<file path="config.mk">
export PLATFORM = sky130hd
export DESIGN_NAME = pipeline_hazard_ctrl
export DESIGN_NICKNAME = d
export VERILOG_FILES = /design/src/rtl/pipeline_hazard_ctrl.sv
export SDC_FILE = /design/constraint.sdc
export NUM_CORES = 1
export LEC_CHECK = 0
export CELL_PAD_IN_SITES_DETAIL_PLACEMENT = 0
export CELL_PAD_IN_SITES_GLOBAL_PLACEMENT = 1
export CORE_ASPECT_RATIO = 0.7
export CORE_MARGIN = 2
export CORE_UTILIZATION = 32
export DETAILED_ROUTE_END_ITERATION = 8
export GPL_ROUTABILITY_DRIVEN = 0
export HOLD_SLACK_MARGIN = 0.15
export PLACE_DENSITY_LB_ADDON = 0.1
export SLEW_MARGIN = 15
export SYNTH_ARGS = -nofsm -noshare
export SYNTH_HDL_FRONTEND = slang
export SYNTH_SLANG_ARGS = --single-unit
</file>
<file path="constraint.sdc">
create_clock -name clk -period 5.05 [get_ports clk]
set_clock_uncertainty 0.2 [all_clocks]
set_input_delay 0.7575 -clock clk [delete_from_list [all_inputs] [get_ports clk]]
set_output_delay 0.7575 -clock clk [all_outputs]
set_load 0.05 [all_outputs]
</file>
<file path="src/rtl/pipeline_hazard_ctrl.sv">
// Front-end hazard controller: stall/flush/redirect for fetch, IF_ID and ID_EX.
// Optional performance counters are built when HAZARD_PERF_CNT_EN is defined.
module pipeline_hazard_ctrl #(
  parameter int XLEN            = 64,
  parameter int LU_STALL_CYCLES = 1
) (
  input  logic            clk,
  input  logic            rst,
  input  logic            id_valid,
  input  logic [4:0]      id_rs1,
  input  logic [4:0]      id_rs2,
  input  logic            id_uses_rs1,
  input  logic            id_uses_rs2,
  input  logic            ex_valid,
  input  logic            ex_mem_read,
  input  logic [4:0]      ex_rd,
  input  logic            br_valid,
  input  logic            br_taken,
  input  logic [XLEN-1:0] br_target,
  input  logic            mem_busy,
  output logic            pc_stall,
  output logic            if_id_stall,
  output logic            if_id_flush,
  output logic            id_ex_stall,
  output logic            id_ex_flush,
  output logic            fetch_branch_taken,
  output logic [XLEN-1:0] fetch_branch_target,
  output logic [31:0]     stall_cycles,
  output logic [31:0]     flush_events
);

  typedef enum logic [1:0] {RUN, LU_STALL, MEM_WAIT} state_t;

  localparam logic [2:0] LU_INIT = 3'(LU_STALL_CYCLES - 1);

  state_t            state_q, state_d, eff_state;
  logic [2:0]        lu_cnt_q, lu_cnt_d;
  logic              pend_br_q, pend_br_d;
  logic [XLEN-1:0]   pend_target_q, pend_target_d;

  logic              lu_hit, br_take;
  logic              pc_stall_c, if_id_stall_c, if_id_flush_c;
  logic              id_ex_stall_c, id_ex_flush_c, taken_c;
  logic [XLEN-1:0]   target_c;

  assign br_take = br_valid & br_taken;
  assign lu_hit  = ex_valid & ex_mem_read & (ex_rd != 5'd0) & id_valid &
                   ((id_uses_rs1 & (id_rs1 == ex_rd)) |
                    (id_uses_rs2 & (id_rs2 == ex_rd)));

  always_comb begin
    state_d       = state_q;
    lu_cnt_d      = lu_cnt_q;
    pend_br_d     = pend_br_q;
    pend_target_d = pend_target_q;
    pc_stall_c    = 1'b0;
    if_id_stall_c = 1'b0;
    if_id_flush_c = 1'b0;
    id_ex_stall_c = 1'b0;
    id_ex_flush_c = 1'b0;
    taken_c       = 1'b0;
    target_c      = '0;

    // Leaving MEM_WAIT takes effect in the same cycle mem_busy drops, so the
    // resumed state's controls (redirect or load-use bubble) apply immediately.
    eff_state = state_q;
    if (state_q == MEM_WAIT && !mem_busy)
      eff_state = (lu_cnt_q != 3'd0) ? LU_STALL : RUN;

    if (mem_busy) begin
      pc_stall_c    = 1'b1;
      if_id_stall_c = 1'b1;
      id_ex_stall_c = 1'b1;
      if (br_take) begin
        pend_br_d     = 1'b1;
        pend_target_d = br_target;
      end
      state_d = MEM_WAIT;
    end else if (pend_br_q || br_take) begin
      // An older held redirect takes precedence over a newly resolved one.
      taken_c       = 1'b1;
      target_c      = pend_br_q ? pend_target_q : br_target;
      if_id_flush_c = 1'b1;
      id_ex_flush_c = 1'b1;
      pend_br_d     = 1'b0;
      lu_cnt_d      = 3'd0;
      state_d       = RUN;
    end else if (eff_state == LU_STALL) begin
      pc_stall_c    = 1'b1;
      if_id_stall_c = 1'b1;
      id_ex_flush_c = 1'b1;
      lu_cnt_d      = lu_cnt_q - 3'd1;
      state_d       = (lu_cnt_q == 3'd1) ? RUN : LU_STALL;
    end else if (lu_hit) begin
      pc_stall_c    = 1'b1;
      if_id_stall_c = 1'b1;
      id_ex_flush_c = 1'b1;
      if (LU_STALL_CYCLES > 1) begin
        lu_cnt_d = LU_INIT;
        state_d  = LU_STALL;
      end else begin
        state_d = RUN;
      end
    end else begin
      state_d = RUN;
    end
  end

  always_ff @(posedge clk or posedge rst) begin
    if (rst) begin
      state_q       <= RUN;
      lu_cnt_q      <= 3'd0;
      pend_br_q     <= 1'b0;
      pend_target_q <= '0;
    end else begin
      state_q       <= state_d;
      lu_cnt_q      <= lu_cnt_d;
      pend_br_q     <= pend_br_d;
      pend_target_q <= pend_target_d;
    end
  end

  // Flush wins over stall on the same register; everything is forced low in reset.
  assign pc_stall            = pc_stall_c & ~rst;
  assign if_id_flush         = if_id_flush_c & ~rst;
  assign if_id_stall         = if_id_stall_c & ~if_id_flush_c & ~rst;
  assign id_ex_flush         = id_ex_flush_c & ~rst;
  assign id_ex_stall         = id_ex_stall_c & ~id_ex_flush_c & ~rst;
  assign fetch_branch_taken  = taken_c & ~rst;
  assign fetch_branch_target = (taken_c & ~rst) ? target_c : '0;

`ifdef HAZARD_PERF_CNT_EN
  logic [31:0] stall_cnt_q, stall_cnt_d;
  logic [31:0] flush_cnt_q, flush_cnt_d;

  always_comb begin
    stall_cnt_d = stall_cnt_q;
    flush_cnt_d = flush_cnt_q;
    if (pc_stall && stall_cnt_q != 32'hFFFF_FFFF)
      stall_cnt_d = stall_cnt_q + 32'd1;
    if (if_id_flush && flush_cnt_q != 32'hFFFF_FFFF)
      flush_cnt_d = flush_cnt_q + 32'd1;
  end

  always_ff @(posedge clk or posedge rst) begin
    if (rst) begin
      stall_cnt_q <= 32'd0;
      flush_cnt_q <= 32'd0;
    end else begin
      stall_cnt_q <= stall_cnt_d;
      flush_cnt_q <= flush_cnt_d;
    end
  end

  assign stall_cycles = stall_cnt_q;
  assign flush_events = flush_cnt_q;
`else
  assign stall_cycles = 32'd0;
  assign flush_events = 32'd0;
`endif

endmodule

</file>
======== Word level (Yosys, flattened, before mapping) ========
Cells that the tools add are included.
storage, ports and cells
  register bits ........................... 70
  latch bits .............................. 0
  memory bits (writable) .................. 0
  bits in read-only memories .............. 0
  bits of input ports ..................... 89
  output and inout bits ................... 134
  logic and storage cells ................. 64
  memories ................................ 0
cells by class
  $add $sub $neg .......................... 1
  multiply operators ...................... 0
  divide/modulo/power cells ............... 0
  magnitude comparators ................... 0
  equality and inequality tests ........... 6
  shifts and indexed selects .............. 0
  mux-type cells .......................... 24
  bitwise operators ....................... 19
  reduce and logical (&&, ||, !) cells .... 10
operator list
  operator                                                               number
  64-bit 2-to-1 mux                                                      4
  1-bit 2-to-1 mux                                                       16
  1-bit bitwise AND                                                      14
  5-bit equality test                                                    2
  3-bit 2-to-1 mux                                                       2
  2-bit AND reduction                                                    3
  5-bit nonzero test                                                     1
  2-bit 2-to-1 mux                                                       2
  1-bit NOT                                                              4
  2-bit nonzero test                                                     2
  3-bit by 1-bit equality test with 1-bit output, second input constant  1
  3-bit nonzero test                                                     1
  3-bit by 1-bit subtractor with 3-bit output, second input constant     1
  2-bit by 1-bit equality test with 1-bit output, second input constant  1
  2-bit equality test, second input constant                             1
  2-bit by 1-bit != test with 1-bit output, second input constant        1
  1-bit logical AND                                                      1
  1-bit zero test                                                        1
  1-bit logical OR                                                       1
  1-bit bitwise OR                                                       1

======== Depth between registers and ports, before layout ========
Gate-level depths: netlist of the first run.
  depth in word-level cells ............... 11
  mapped depth ............................ 6
  depth with buffers taken out ............ 6

======== Least setup slack after synthesis of the first run ========
Ideal clock, no wire load.
  kind .................................... input -> output
  from .................................... input ex_rd[3]
  to ...................................... output id_ex_flush
  arrival ................................. 2.423 ns
  required time ........................... 4.093 ns
  path slack .............................. 1.669 ns
  cell stages on the path ................. 4
  path buffers ............................ 0
  cells stage by stage .................... xor2_1 -> nor4_1 -> a32oi_1 -> o21ai_0
on the way
  cells in the longest elaborated chain, start to end .. 9
  elaborated cells between the ends (all ways) .. 14
  those cells by class .................... eq/ne (2); mux (4); bitwise (7); reduce/logical (1)
RTL lines
  element                                                       line        source
  start: declaration                                            16          input logic [4:0] ex_rd,
  5-bit equality test, or another cell as far along             48          ((id_uses_rs1 & (id_rs1 == ex_rd)) |
  1-bit bitwise AND (on tied branches)                          48, 47, 49
  1-bit bitwise OR / 1-bit bitwise AND (equally long branches)  48, 47
  1-bit bitwise AND *                                           47          assign lu_hit = ex_valid & ex_mem_read & (ex_rd != 5'd0) & id_valid &
  1-bit 2-to-1 mux *                                            94          end else if (lu_hit) begin
  1-bit 2-to-1 mux *                                            88          end else if (eff_state == LU_STALL) begin
  1-bit 2-to-1 mux *                                            79          end else if (pend_br_q || br_take) begin
  1-bit 2-to-1 mux *                                            70          if (mem_busy) begin
  1-bit bitwise AND *                                           127         assign id_ex_flush = id_ex_flush_c & ~rst;
  end: declaration                                              25          output logic id_ex_flush,
Every way passes the cells marked *; elsewhere a longest branch is shown, timed or not.

======== Worst setup path after layout of the first run ========
  from .................................... input mem_busy
  to ...................................... output fetch_branch_target[7]
on the way
  cells in the longest elaborated chain, start to end .. 3
  elaborated cells between the ends (all ways) .. 4
  those cells by class .................... mux (3); bitwise (1)
RTL lines
  element              line  source
  start: declaration   20    input logic mem_busy,
  1-bit 2-to-1 mux     70
  1-bit bitwise AND    130   assign fetch_branch_target = (taken_c & ~rst) ? target_c : '0;
  64-bit 2-to-1 mux *  130
  end: declaration     27    output logic [XLEN-1:0] fetch_branch_target,
Marks and branches as above.

==> flow_metrics.env, run 1 <==
export IMPL_status="finished, final reports clean"
export IMPL_initial_utilization=0.330
export IMPL_fmax_mhz=233
export IMPL_hold_viol_final=0
export IMPL_drt_iter0_drc=124
export IMPL_layout_commonest_cell="clkdlybuf4s50_1"
export IMPL_yosysUniqueCellTypes=33
export IMPL_worst_slew_pin_slew_ns=0.974
export IMPL_r2r_cells=4
export IMPL_hold_start="pend_target_q[25]"
export IMPL_dp_cells=726
export IMPL_grt_use_met1=0.188
export IMPL_hold_depth=1
export IMPL_design_area_um2=6120
export IMPL_reg2reg_slack_ns=3.35
export IMPL_cts_root_buf="clkbuf_16"
export IMPL_grt_busiest_layer="met2"
export IMPL_critical_path_arrival_ns=3.34
export IMPL_use_met2=0.218
export IMPL_startpoint_type="input port"
export IMPL_grt_pass1_vias=3108
export IMPL_grtUsageTotal=0.140
export IMPL_syn2layout_area_growth_pct=40.3
export IMPL_hp_class="reg2reg"
export IMPL_fin_cells=742
export IMPL_period_share=0.851
export IMPL_grt_max_degree=65
export IMPL_io_pins=223
export IMPL_critPathCaptureType="primary output"
export IMPL_clockBufferDepth=2
export IMPL_hpwl_um=7200
export IMPL_rsz0062_at_grt="no"
export IMPL_tns_ns=0
export IMPL_die_w_um=144
export IMPL_postCtsHoldBufs=0
export IMPL_nNetsFinal=644
export IMPL_core_area_um2=13200
export IMPL_wire_per_inst_um=13.8
export IMPL_cts_resized=0
export IMPL_multi_input_area_um2=2200
export IMPL_holdPathEnd="pend_target_q[25]"
export IMPL_dr_pass1_iters=4
export IMPL_h_tree_depth=3
export IMPL_clock_sinks=70
export IMPL_grt_overflow_total=0
export IMPL_placedInstanceArea_um2=5830
export IMPL_antenna_cells=0
export IMPL_antenna_left=0
export IMPL_slew_headroom=0.350
export IMPL_drv_slew=0
export IMPL_nFillCells=1256
export IMPL_drive_gt1_frac=0.153
export IMPL_crit_start="mem_busy"
export IMPL_leakage_nw=2.53
export IMPL_critical_path_class="in2out"
export IMPL_setup_viol_count_final=0
export IMPL_synthCells=402
export IMPL_cts_buffers=9
export IMPL_fin_crit_ns=4.30
export IMPL_drc=0
export IMPL_die_area_um2=14600
export IMPL_clkTransAtPathRegs_ns=0.05
export IMPL_total_power_mw=1.90
export IMPL_register_area_um2=1760
export IMPL_antenna_found_initial=0
export IMPL_grt_pass1_wl_um=16000
export IMPL_r2r_start="pend_br_q"
export IMPL_placement_io_buffers=158
export IMPL_crit_fanout=38
export IMPL_syn_area_per_cell_um2=10.8
export IMPL_die_y_um=102
export IMPL_cts_tree="done"
export IMPL_ys_ff_latch=70
export IMPL_drt_wl_total_um=10200
export IMPL_peakVddDrop_mv=0.161
export IMPL_crit_required_ns=4.09
export IMPL_num_vias=3116
export IMPL_ys_seq_area_frac=0.402
export IMPL_yosysWarnings=0
export IMPL_synth_area_um2=4360
export IMPL_worst_hold_slack_ns=0.292
export IMPL_vias_per_cell=4.20
export IMPL_globalRouteMet3Util=0.0478
export IMPL_cts_setup_buffers=0
export IMPL_drv_cap=0
export IMPL_final_cell_mix="clkdlybuf4s50_1 (158), dfrtp_1 (69), nor2_1 (68), mux2i_1 (65), conb_1 (64)"
export IMPL_p_per_area_nw_per_um2=310
export IMPL_reg2reg_to="lu_cnt_q[1]"
export IMPL_rows=35
export IMPL_clk_latency_ns=0.32
[synth_stat cells]
cell type | count | area (um^2)
dfrtp_1 | 70 | 1750
nor2_1 | 68 | 255
buf_4 | 65 | 488
mux2i_1 | 65 | 651
mux2_2 | 59 | 664
buf_2 | 13 | 65.1
xor2_1 | 8 | 70.1
buf_6 | 6 | 67.6
inv_1 | 6 | 22.5
mux2_1 | 5 | 56.3
nand2_1 | 4 | 15.0
o21ai_0 | 4 | 20.0
a21oi_1 | 3 | 15.0
ha_1 | 3 | 37.5
nand3_1 | 2 | 10.0
nor2b_1 | 2 | 12.5
nor4_1 | 2 | 12.5
xnor2_1 | 2 | 17.5
a211o_1 | 1 | 8.76
a21o_1 | 1 | 7.51
a32oi_1 | 1 | 8.76
and2_0 | 1 | 6.26
and2_1 | 1 | 6.26
clkbuf_1 | 1 | 3.75
conb_1 | 1 | 3.75
nand2_2 | 1 | 6.26
nand3_4 | 1 | 17.5
nand4_1 | 1 | 6.26
nor3_1 | 1 | 5.00
o21ba_2 | 1 | 10.0
o22ai_1 | 1 | 6.26
o22ai_4 | 1 | 20.0
or3b_4 | 1 | 11.3
[layer usage]
metal	vias up	wire [um]	part of all wire
met5	-	0	0
met4	0	121	0.012
met3	12	744	0.073
met2	119	4560	0.45
met1	1457	4810	0.47
li1	1528	-	-
[kinds of logic after synthesis]
kind of cell | Yosys count | synth area share
compound gates | 13 | 0.0221
xor+xnor | 10 | 0.0201
fa+ha+maj | 3 | 0.00861
buf+inv | 91 | 0.148
flops | 70 | 0.402
mux | 129 | 0.315
other cells | 1 | 0.000860
simple gates | 85 | 0.0835
[worst max-delay path, cell delays in order]
cell,delay [ns]
clkdlybuf4s50_1,0.58
nor2_1,0.27
nand2_2,0.39
buf_12,0.33
nor2_1,0.15
clkdlybuf4s50_1,0.82
[report_power, final]
part           total (mW)  switching (mW)  internal, mW
clock               0.614           0.233         0.381
sequential          0.729          0.0590         0.670
combinational       0.552           0.316         0.237
total                1.90           0.608          1.29
[worst max-delay path by stage]
stage                              end  cells after the start
2_1_floorplan              id_ex_flush                      4
3_3_place_gp    fetch_branch_target[1]                      6
3_5_place_dp   fetch_branch_target[15]                      6
4_1_cts         fetch_branch_target[7]                      6
5_1_grt         fetch_branch_target[7]                      6
6_report        fetch_branch_target[7]                      6
[sequential cells by signal (all words and copies together) (netlist names)]
signal	flops
lu_cnt_q	3
pend_target_q	64
pend_br_q	1
state_q	2
[metrics by stage]
| step | utilization | worst slack, ns |
|---|---|---|
| detailed placement | 0.440 | 0.734 |
| floorplan | - | 1.67 |
| finish | 0.463 | 0.755 |
| global placement | 0.440 | 0.752 |
| CTS | 0.463 | 0.722 |
| global route | 0.463 | 0.557 |
[layout make-up]
type                       instances  area share
clock buffer                      10      0.0374
clock inverter                     6      0.0102
inverter                           6     0.00368
multi-input combinational        304       0.360
sequential                        70       0.287
tap                              185      0.0378
timing repair buffer             161       0.264
(Power assumes the default switching activity.)
==> run 2, diff against run 1 <==
--- a/config.mk
+++ b/config.mk
@@ -9,8 +9,9 @@
 export CELL_PAD_IN_SITES_GLOBAL_PLACEMENT = 1
 export CORE_ASPECT_RATIO = 0.7
 export CORE_MARGIN = 2
-export CORE_UTILIZATION = 32
+export CORE_UTILIZATION = 40
 export DETAILED_ROUTE_END_ITERATION = 8
+export DONT_BUFFER_PORTS = 1
 export GPL_ROUTABILITY_DRIVEN = 0
 export HOLD_SLACK_MARGIN = 0.15
 export PLACE_DENSITY_LB_ADDON = 0.1
==> flow_metrics.env, run 2 (synthesis gave the netlist of run 1 again) <==
export IMPL_dp_worst_setup_slack_ns=1.80
export IMPL_grtUsageTotal=0.158
export IMPL_slew_headroom=0.239
export IMPL_hpwl_um=6160
export IMPL_initial_utilization=0.416
export IMPL_worst_hold_slack_ns=0.252
export IMPL_pwr_share_comb=0.265
export IMPL_period_share=0.647
export IMPL_pwr_share_seq=0.410
export IMPL_nFillCells=1002
export IMPL_critPathMaxStageDelay_ns=0.48
export IMPL_num_vias=2836
export IMPL_clockBufferDepth=2
export IMPL_die_y_um=91.3
export IMPL_dr_pass1_iters=4
export IMPL_switching_share=0.329
export IMPL_cts_setup_buffers=0
export IMPL_syn2layout_area_growth_pct=12.9
export IMPL_die_w_um=129
export IMPL_layout_commonest_cell="dfrtp_1"
export IMPL_r2r_start="lu_cnt_q[0]"
export IMPL_grt_max_degree=65
export IMPL_cts_resized=0
export IMPL_drc=0
export IMPL_peakVddDrop_mv=0.152
export IMPL_cts_root_buf="clkbuf_16"
export IMPL_fin_cells=596
export IMPL_tns_ns=0
export IMPL_critPathCaptureType="primary output"
export IMPL_cts_tree="done"
export IMPL_drt_iter0_drc=127
export IMPL_io_pins=223
export IMPL_vias_per_cell=4.76
export IMPL_clkTransAtPathRegs_ns=0.05
export IMPL_fin_crit_ns=3.27
export IMPL_wire_per_inst_um=15.1
export IMPL_setup_viol_count_final=0
export IMPL_drv_cap=0
export IMPL_crit_buf_inv=2
export IMPL_dp_cells=580
export IMPL_cts_buffers=9
export IMPL_postCtsHoldBufs=0
export IMPL_critical_path_class="reg2out"
export IMPL_antenna_left=0
export IMPL_layout_setup_ws_ns=1.78
export IMPL_nNetsFinal=551
export IMPL_drive_gt1_frac=0.321
export IMPL_hp_class="in2async"
export IMPL_r2r_cells=6
export IMPL_grt_pass1_vias=2890
export IMPL_reg2reg_to="lu_cnt_q[0]"
export IMPL_drt_wl_total_um=9020
export IMPL_startpoint_type="flip-flop"
export IMPL_fmax_mhz=306
export IMPL_regMostFlops="pend_target_q"
export IMPL_grt_pass1_wl_um=14600
export IMPL_h_tree_depth=3
export IMPL_timing_critical_path_mode_cell="buf_4"
export IMPL_final_cell_mix="dfrtp_1 (69), nor2_1 (68), buf_4 (68), mux2i_1 (65), conb_1 (64)"
export IMPL_hold_viol_final=0
export IMPL_antenna_found_initial=0
export IMPL_rsz0062_at_grt="no"
export IMPL_worstPathCellList="a21o_1, nand2_2, buf_4, nor2_1, buf_4"
export IMPL_top_regs="pend_target_q (64), lu_cnt_q (3), state_q (2)"
export IMPL_design_area_um2=4920
export IMPL_p_per_area_nw_per_um2=358
export IMPL_p_switching_mw=0.580
export IMPL_placement_io_buffers=0
export IMPL_clock_sinks=70
export IMPL_crit_required_ns=4.09
export IMPL_clk_latency_ns=0.32
export IMPL_crit_fanout=35
export IMPL_critical_path_arrival_ns=2.31
export IMPL_grt_overflow_total=0
export IMPL_leakage_nw=2.28
export IMPL_p_int_mw=1.18
export IMPL_drv_slew=0
export IMPL_worst_slew_pin_slew_ns=1.14
export IMPL_reg2reg_slack_ns=3.42
export IMPL_placedInstanceArea_um2=4650
export IMPL_die_area_um2=11800
export IMPL_cp_top_family="buffers and inverters"
export IMPL_rows=31
export IMPL_clockPowerShare=0.324
export IMPL_core_area_um2=10500
export IMPL_cp_slowest_cell="nand2_2"
export IMPL_largest_register_ffs=64
export IMPL_antenna_cells=0
export IMPL_status="finished, final reports clean"
[run 2: worst max-delay path by stage]
| stage | startpoint | end | slack (ns) | depth (start not counted) |
|---|---|---|---|---|
| 2_1_floorplan | ex_rd[3] | id_ex_flush | 1.67 | 4 |
| 3_3_place_gp | br_valid | fetch_branch_target[22] | 1.81 | 5 |
| 3_5_place_dp | br_valid | fetch_branch_target[10] | 1.80 | 5 |
| 4_1_cts | pend_br_q | fetch_branch_target[10] | 1.73 | 5 |
| 5_1_grt | pend_br_q | fetch_branch_target[5] | 1.63 | 5 |
| 6_report | pend_br_q | fetch_branch_target[10] | 1.78 | 5 |
[run 2: through the flow]
step	util	power, mW
2_1_floorplan	-	1.17
3_3_place_gp	0.444	1.19
3_5_place_dp	0.444	1.20
4_1_cts	0.470	1.79
5_1_grt	0.470	1.87
6_report	0.470	1.76
[run 2: area by class of cell]
class / count / area, um^2 / area share
Clock inverter: 4 / 22.5 / 0.00458
Sequential cell: 70 / 1760 / 0.357
Inverter: 6 / 22.5 / 0.00458
Clock buffer: 12 / 246 / 0.0501
Tap cell: 132 / 165 / 0.0336
Timing Repair Buffer: 68 / 510 / 0.104
Multi-Input combinational cell: 304 / 2200 / 0.447
[run 2: per-layer routing]
layer | part of all wire | track usage
met3 | 0.12 | 0.0790
met5 | 0 | 0
met1 | 0.42 | 0.195
met4 | 0.020 | 0.0571
met2 | 0.44 | 0.237
[run 2: worst register-to-register path: stages (launching register included)]
cell and delay (ns):
dfrtp_1 0.40, inv_1 0.09, ha_1 0.14, nor2b_1 0.22, o22ai_4 0.13, o21ba_2 0.24, mux2i_1 0.13
[run 2: power groups by stage]
| stage | Combinational [mW] | Sequential, mW | Clock [mW] |
|---|---|---|---|
| 2_1_floorplan | 0.450 | 0.717 | 0 |
| 3_3_place_gp | 0.466 | 0.725 | 0 |
| 3_5_place_dp | 0.472 | 0.731 | 0 |
| 4_1_cts | 0.473 | 0.722 | 0.598 |
| 5_1_grt | 0.506 | 0.738 | 0.625 |
| 6_report | 0.467 | 0.723 | 0.572 |
